==> config.mk <==
export PLATFORM = sky130hd
export DESIGN_NAME = apb_mem_bridge
export DESIGN_NICKNAME = d
export VERILOG_FILES = /design/src/rtl/apb_mem_bridge_pkg.sv /design/src/rtl/apb_mem_addr_decode.sv /design/src/rtl/apb_mem_bridge.sv
export SDC_FILE = /design/constraint.sdc
export NUM_CORES = 1
export LEC_CHECK = 0
export BUFFER_PORTS_ARGS = -buffer_cell sky130_fd_sc_hd__buf_2
export CORE_AREA = 3 3 112 114
export DETAILED_ROUTE_END_ITERATION = 12
export DIE_AREA = 0 0 115 117
export HOLD_SLACK_MARGIN = 0.03
export PLACE_DENSITY_LB_ADDON = 0.2
export SYNTH_ARGS = -nofsm -noshare
export SYNTH_HDL_FRONTEND = slang
export SYNTH_SLANG_ARGS = --single-unit
==> constraint.sdc <==
create_clock -name pclk -period 4.3 [get_ports pclk]
set_input_delay 0.43 -clock pclk [delete_from_list [all_inputs] [get_ports pclk]]
set_output_delay 0.43 -clock pclk [all_outputs]
set_load 0.01 [all_outputs]
==> src/rtl/apb_mem_bridge_pkg.sv <==
// Shared types and constants for the APB-to-SRAM-bank bridge.
// State encoding is kept as fixed constants so older netlists keep the same codes.
package apb_mem_bridge_pkg;

   localparam int CNT_W = 3;

   localparam logic [1:0] ST_IDLE = 2'd0;
   localparam logic [1:0] ST_REQ  = 2'd1;
   localparam logic [1:0] ST_WAIT = 2'd2;
   localparam logic [1:0] ST_DONE = 2'd3;

   typedef enum logic [1:0] {
      IDLE = ST_IDLE,
      REQ  = ST_REQ,
      WAIT = ST_WAIT,
      DONE = ST_DONE
   } state_e;

   localparam logic RESP_OKAY   = 1'b0;
   localparam logic RESP_SLVERR = 1'b1;

   // Wait-counter preload: cycles to the read-data sample point, or extra write wait states.
   function automatic logic [CNT_W-1:0] cnt_load(input logic is_write, input int rd_lat,
                                                 input int wr_wait);
      return is_write ? CNT_W'(wr_wait) : CNT_W'(rd_lat);
   endfunction

endpackage

==> src/rtl/apb_mem_addr_decode.sv <==
// Combinational decode of an APB byte address into bank one-hot, word address and error flag.
// Optional protection check is compiled in with APB_PROT_CHECK_EN.
module apb_mem_addr_decode
   import apb_mem_bridge_pkg::*;
#(
   parameter int ADDR_WIDTH = 32,
   parameter int STRB_WIDTH = 4,
   parameter int NUM_BANKS  = 4,
   parameter int BANK_DEPTH = 1024
) (
   input  logic [ADDR_WIDTH-1:0]         paddr,
   input  logic [2:0]                    pprot,
   output logic [NUM_BANKS-1:0]          bank_onehot,
   output logic [$clog2(BANK_DEPTH)-1:0] word_addr,
   output logic                          err
);

   localparam int SB      = $clog2(STRB_WIDTH);
   localparam int WB      = $clog2(BANK_DEPTH);
   localparam int BB      = $clog2(NUM_BANKS);
   localparam int TOP_BIT = SB + WB + BB;

   logic misaligned;
   logic out_of_range;
   logic prot_err;

   assign misaligned = |paddr[SB-1:0];
   assign word_addr  = paddr[SB +: WB];

   // Sizes are powers of two, so "above the decoded range" is any set bit above it.
   generate
      if (TOP_BIT < ADDR_WIDTH) begin : g_range
         assign out_of_range = |paddr[ADDR_WIDTH-1:TOP_BIT];
      end else begin : g_no_range
         assign out_of_range = 1'b0;
      end
   endgenerate

   generate
      if (NUM_BANKS == 1) begin : g_single
         assign bank_onehot = 1'b1;
      end else begin : g_multi
         for (genvar gi = 0; gi < NUM_BANKS; gi++) begin : g_bank
            assign bank_onehot[gi] = (paddr[SB+WB +: BB] == BB'(gi));
         end
      end
   endgenerate

`ifdef APB_PROT_CHECK_EN
   // Only privileged, secure accesses may reach the banks.
   logic unused_prot;
   assign prot_err    = ~pprot[0] | pprot[1];
   assign unused_prot = pprot[2];
`else
   logic [2:0] unused_prot;
   assign prot_err    = 1'b0;
   assign unused_prot = pprot;
`endif

   assign err = misaligned | out_of_range | prot_err;

endmodule

==> src/rtl/apb_mem_bridge.sv <==
// APB4 slave in front of NUM_BANKS synchronous SRAM banks with read latency and write wait states.
// Build option: APB_PROT_CHECK_EN (reject unprivileged / non-secure accesses).
module apb_mem_bridge
   import apb_mem_bridge_pkg::*;
#(
   parameter int ADDR_WIDTH = 32,
   parameter int DATA_WIDTH = 32,
   parameter int STRB_WIDTH = DATA_WIDTH/8,
   parameter int NUM_BANKS  = 4,
   parameter int BANK_DEPTH = 1024,
   parameter int RD_LATENCY = 1,
   parameter int WR_WAIT    = 0
) (
   input  logic                            pclk,
   input  logic                            prst,
   input  logic [ADDR_WIDTH-1:0]           paddr,
   input  logic [2:0]                      pprot,
   input  logic                            psel,
   input  logic                            penable,
   input  logic                            pwrite,
   input  logic [DATA_WIDTH-1:0]           pwdata,
   input  logic [STRB_WIDTH-1:0]           pstrb,
   output logic                            pready,
   output logic [DATA_WIDTH-1:0]           prdata,
   output logic                            pslverr,
   output logic [NUM_BANKS-1:0]            mem_cs,
   output logic                            mem_we,
   output logic [$clog2(BANK_DEPTH)-1:0]   mem_addr,
   output logic [DATA_WIDTH-1:0]           mem_wdata,
   output logic [STRB_WIDTH-1:0]           mem_strb,
   input  logic [NUM_BANKS*DATA_WIDTH-1:0] mem_rdata
);

   localparam int   WORD_W       = $clog2(BANK_DEPTH);
   localparam logic WR_ZERO_WAIT = (WR_WAIT == 0);

   state_e                  state_reg;
   logic [CNT_W-1:0]        cnt_reg;
   logic                    err_reg;
   logic                    we_reg;
   logic [NUM_BANKS-1:0]    cs_sel_reg;
   logic [WORD_W-1:0]       mem_addr_reg;
   logic [DATA_WIDTH-1:0]   mem_wdata_reg;
   logic [STRB_WIDTH-1:0]   mem_strb_reg;
   logic [DATA_WIDTH-1:0]   prdata_reg;

   logic [NUM_BANKS-1:0]    dec_onehot;
   logic [WORD_W-1:0]       dec_word;
   logic                    dec_err;

   logic                    setup_phase;
   logic                    access_phase;
   logic                    in_req;
   logic                    wait_last;
   logic [DATA_WIDTH-1:0]   bank_rdata_masked [NUM_BANKS];
   logic [DATA_WIDTH-1:0]   rdata_sel;

   apb_mem_addr_decode #(
      .ADDR_WIDTH (ADDR_WIDTH),
      .STRB_WIDTH (STRB_WIDTH),
      .NUM_BANKS  (NUM_BANKS),
      .BANK_DEPTH (BANK_DEPTH)
   ) u_decode (
      .paddr       (paddr),
      .pprot       (pprot),
      .bank_onehot (dec_onehot),
      .word_addr   (dec_word),
      .err         (dec_err)
   );

   assign setup_phase  = psel & ~penable;
   assign access_phase = psel & penable;

   // Read data mux driven by the bank latched at setup.
   generate
      for (genvar gi = 0; gi < NUM_BANKS; gi++) begin : g_rmux
         assign bank_rdata_masked[gi] = cs_sel_reg[gi] ? mem_rdata[gi*DATA_WIDTH +: DATA_WIDTH]
                                                       : '0;
      end
   endgenerate

   always_comb begin
      rdata_sel = '0;
      for (int b = 0; b < NUM_BANKS; b++) begin
         rdata_sel = rdata_sel | bank_rdata_masked[b];
      end
   end

   assign in_req    = (state_reg == REQ) && access_phase;
   assign wait_last = (state_reg == WAIT) && access_phase && (cnt_reg == CNT_W'(1));

   assign mem_cs    = (in_req && !err_reg) ? cs_sel_reg : '0;
   assign mem_we    = in_req && !err_reg && we_reg;
   assign mem_addr  = mem_addr_reg;
   assign mem_wdata = mem_wdata_reg;
   assign mem_strb  = mem_strb_reg;
   assign prdata    = prdata_reg;

   // Outputs gated by the live access phase so an aborted transfer never completes.
   assign pready  = (in_req && (err_reg || (we_reg && WR_ZERO_WAIT)))
                  || (wait_last && we_reg)
                  || ((state_reg == DONE) && access_phase);
   assign pslverr = (in_req && err_reg) ? RESP_SLVERR : RESP_OKAY;

   always_ff @(posedge pclk) begin
      if (prst) begin
         state_reg     <= IDLE;
         cnt_reg       <= '0;
         err_reg       <= 1'b0;
         we_reg        <= 1'b0;
         cs_sel_reg    <= '0;
         mem_addr_reg  <= '0;
         mem_wdata_reg <= '0;
         mem_strb_reg  <= '0;
         prdata_reg    <= '0;
      end else begin
         case (state_reg)
            IDLE: begin
               if (setup_phase) begin
                  err_reg    <= dec_err;
                  we_reg     <= pwrite;
                  cs_sel_reg <= dec_onehot;
                  if (!dec_err) begin
                     mem_addr_reg  <= dec_word;
                     mem_wdata_reg <= pwdata;
                     mem_strb_reg  <= pstrb;
                  end
                  state_reg <= REQ;
               end
            end
            REQ: begin
               if (!access_phase) begin
                  cnt_reg   <= '0;
                  state_reg <= IDLE;
               end else if (err_reg || (we_reg && WR_ZERO_WAIT)) begin
                  state_reg <= IDLE;
               end else begin
                  cnt_reg   <= cnt_load(we_reg, RD_LATENCY, WR_WAIT);
                  state_reg <= WAIT;
               end
            end
            WAIT: begin
               if (!access_phase) begin
                  cnt_reg   <= '0;
                  state_reg <= IDLE;
               end else if (cnt_reg == CNT_W'(1)) begin
                  cnt_reg <= '0;
                  if (we_reg) begin
                     state_reg <= IDLE;
                  end else begin
                     prdata_reg <= rdata_sel;
                     state_reg  <= DONE;
                  end
               end else begin
                  cnt_reg <= cnt_reg - CNT_W'(1);
               end
            end
            DONE: begin
               state_reg <= IDLE;
            end
            default: begin
               state_reg <= IDLE;
            end
         endcase
      end
   end

endmodule

==> out/qor.csv <==
stage;metric;value;unit
timing;period_share;0.561;
placed_design;hpwlAfterDp;10600;um
drt;dr.pass1.iters;5;
timing;worstMarginPinSlew;1230;ps
floorplanning;floorplan.initialDensity;0.398;
critical_path;cp-start-kind;flop;
placed_design;globalplace.congestion;0.812;
clock_network;post_cts.repair.setup_buffers;0;
critical_path;worstPathMaxFanout;31;
placed_design;placed_area;6020;um^2
synthesis;yosysMostFrequentCell;nand2b_1;
clock_network;cts_hold_buf;0;
critical_path;crit_required;4550;ps
synthesis;netlist.area_leader.share;0.388;
timing;final_hold_viol_count;0;
global_route;grt_pass1_wl;20100;um
drt;vias;4510;
critical_path;r2r_start;state_reg[0]$_SDFFE_PP0P_;
clock_network;cts-root-buf;clkbuf_16;
synthesis;synth_area_leaders;dfxtp_1 39%, nand2b_1 13%, a22oi_1 10%, mux2i_1 10%, a311oi_2 9.2%;
critical_path;path_class;flop to flop;
critical_path;ff2ff_path_depth;7;
min_path;hp-class;primary input to flop;
synthesis;async_reset_ff_frac;0;
floorplanning;die_area;13500;um^2
run;max_cap_violations;0;
drt;route.detailed.drc;0;
critical_path;cp-end-kind;flop;
critical_path;r2r_slack;1890;ps
cells_and_area;antenna_cells;0;
synthesis;synth_nets;690;
timing;fin_setup_tns;0;ps
clock_network;clock_latency;330;ps
synthesis;syn_avg_cell_area;9.58;um^2
floorplanning;die_w;115;um
floorplanning;pin_count;289;
clock_network;cts_buffer_depth;2;
cells_and_area;drive_gt1_frac;0.452;
synthesis;synth_seq_cells;89;
timing;finalSetupViolations;0;
synthesis;netlist_instances;479;
drt;dr.first_iter.drc_count;191;
floorplanning;core_area;11500;um^2
power;power;1.87;mW
floorplanning;rows;39;
timing;max_freq;0.414;GHz
min_path;whs_endpoint;we_reg$_SDFFE_PP0P_;
synthesis;synth_commonest_cells;95 x nand2b_1, 89 x dfxtp_1, 64 x a22oi_1;
timing;rsz0062_at_grt;false;
clock_network;numCtsBuffers;9;
cells_and_area;fin_nets;945;
global_route;grt_usage;0.185;
power;peakVddDrop;0.000158;V
cells_and_area;final_cells;882;
power;p_per_area;295;nW/um^2
cells_and_area;stdcell_area;6340;um^2
run_status;status;completed;
global_route;grt_pass1_vias;4188;
synthesis;synth_area_leader_cell;dfxtp_1;
synthesis;ys_dominant_reg_cell;dfxtp_1;
timing;relSlewSlack;0.182;
timing;period_needed;2410;ps
timing;finalMaxSlewViolations;0;
placed_design;port_buffers;285;
global_route;grt_max_degree;89;
clock_network;cts_resized;0;
drt;wirelength;13600;um
drt;postRouteAntennaNets;0;
drt;routedWlPerCell;15.5;um
synthesis;synth.distinct_cells;33;
timing;finClkSkew;7.42;ps
global_route;overflow;0;
clock_network;h-tree-depth;3;
min_path;hp-start;pwrite;
placed_design;placedCellCount;866;
clock_network;cts_tree;yes;
cells_and_area;area_delta_synth_final;38.2;%
global_route;antenna_found_initial;0;
drt;routed_via_density;5.11;
critical_path;arrival;2670;ps
critical_path;r2r-end;mem_addr[8]$_SDFFE_PP0P_;
min_path;hold_depth;3;
floorplanning;die_y;117;um
synthesis;yosys_warnings;0;
clock_network;clock_sinks;89;
synthesis;synth_edf_count;0;
clock_network;clk_pin_slew;60;ps
power;p_leak;2.66;nW
synthesis;synth_area;4590;um^2
synthesis;ys_seq_area_frac;0.388;
critical_path;cp-startpoint;state_reg[0]$_SDFFE_PP0P_;
-- critical path: stages, from the launching register on --
cell and delay, ps:
dfxtp_1 340, inv_1 110, ha_1 210, and3b_1 310, nand4_1 210, nor2_4 600
buf_12 320, mux2i_1 230
-- cells in the final DEF (no fill, tap or decap), drive strengths merged --
cell type    n
nor4b        1
a22oi       64
nand2       11
nor4         5
nor2        39
mux2i       46
buf        288
clkinvlp     1
nand4        1
dfxtp       89
and3b        1
a311oi      33
or3          2
inv          6
nand2b      95
nand3b       2
a211oi       2
o221ai       1
nor2b        1
and2         5
nand3        6
a31oi        1
a31o         1
bufinv       2
a21oi        9
clkbuf      12
o21ai        4
clkinv       1
o22ai        1
nor3         2
ha           7
-- per-stage QoR --
step                utilization  hold slack (ps)  worst slack, ps
floorplan                     -              432             2600
global placement          0.522              443             1920
detailed placement        0.522              460             1840
CTS                       0.550              320             1820
global route              0.550              335             1690
finish                    0.550              335             1890
-- cells by family (layout without fill, tap and decap cells) --
logic type / Yosys count / in the layout / share of synthesized area
AO/OA/AOI/OAI: 116 / 116 / 0.230
adder cells (fa/ha/maj): 7 / 7 / 0.0191
buffers and inverters: 50 / 310 / 0.0534
flip-flops: 89 / 89 / 0.388
multiplexers: 46 / 46 / 0.100
AND/OR/NAND/NOR: 171 / 171 / 0.209
-- report_power, final --
group / internal, mW / switching, mW
Combinational: 0.106 / 0.0831
Sequential: 0.829 / 0.0155
Clock: 0.527 / 0.312
Total: 1.46 / 0.411
-- layout make-up --
type                            count  area [um^2]
Multi-Input combinational cell    340         2570
Timing Repair Buffer              288         1460
Inverter                            6         22.5
Tap cell                          143          179
Clock buffer                       12          246
Clock inverter                      4         76.3
Fill cell                        1034         5180
Sequential cell                    89         1780
-- worst max-delay path by stage --
stage / slack (ps) / end / cells past startpoint
2_1_floorplan: 2600 / prdata[0]$_SDFFE_PP0P_ / 6
3_3_place_gp: 1920 / mem_wdata[23]$_SDFFE_PP0P_ / 6
3_5_place_dp: 1840 / mem_addr[8]$_SDFFE_PP0P_ / 7
4_1_cts: 1820 / mem_addr[8]$_SDFFE_PP0P_ / 7
5_1_grt: 1690 / mem_wdata[3]$_SDFFE_PP0P_ / 7
6_report: 1890 / mem_addr[8]$_SDFFE_PP0P_ / 7
-- metal layers --
| layer | up-vias | track usage | wire length, um |
|---|---|---|---|
| li1 | 2240 | - | - |
| met4 | 0 | 0.0736 | 269 |
| met3 | 19 | 0.0391 | 980 |
| met1 | 2056 | 0.232 | 5830 |
| met2 | 195 | 0.312 | 6550 |
| met5 | - | 0 | 0 |
(Power assumes the default switching activity.)
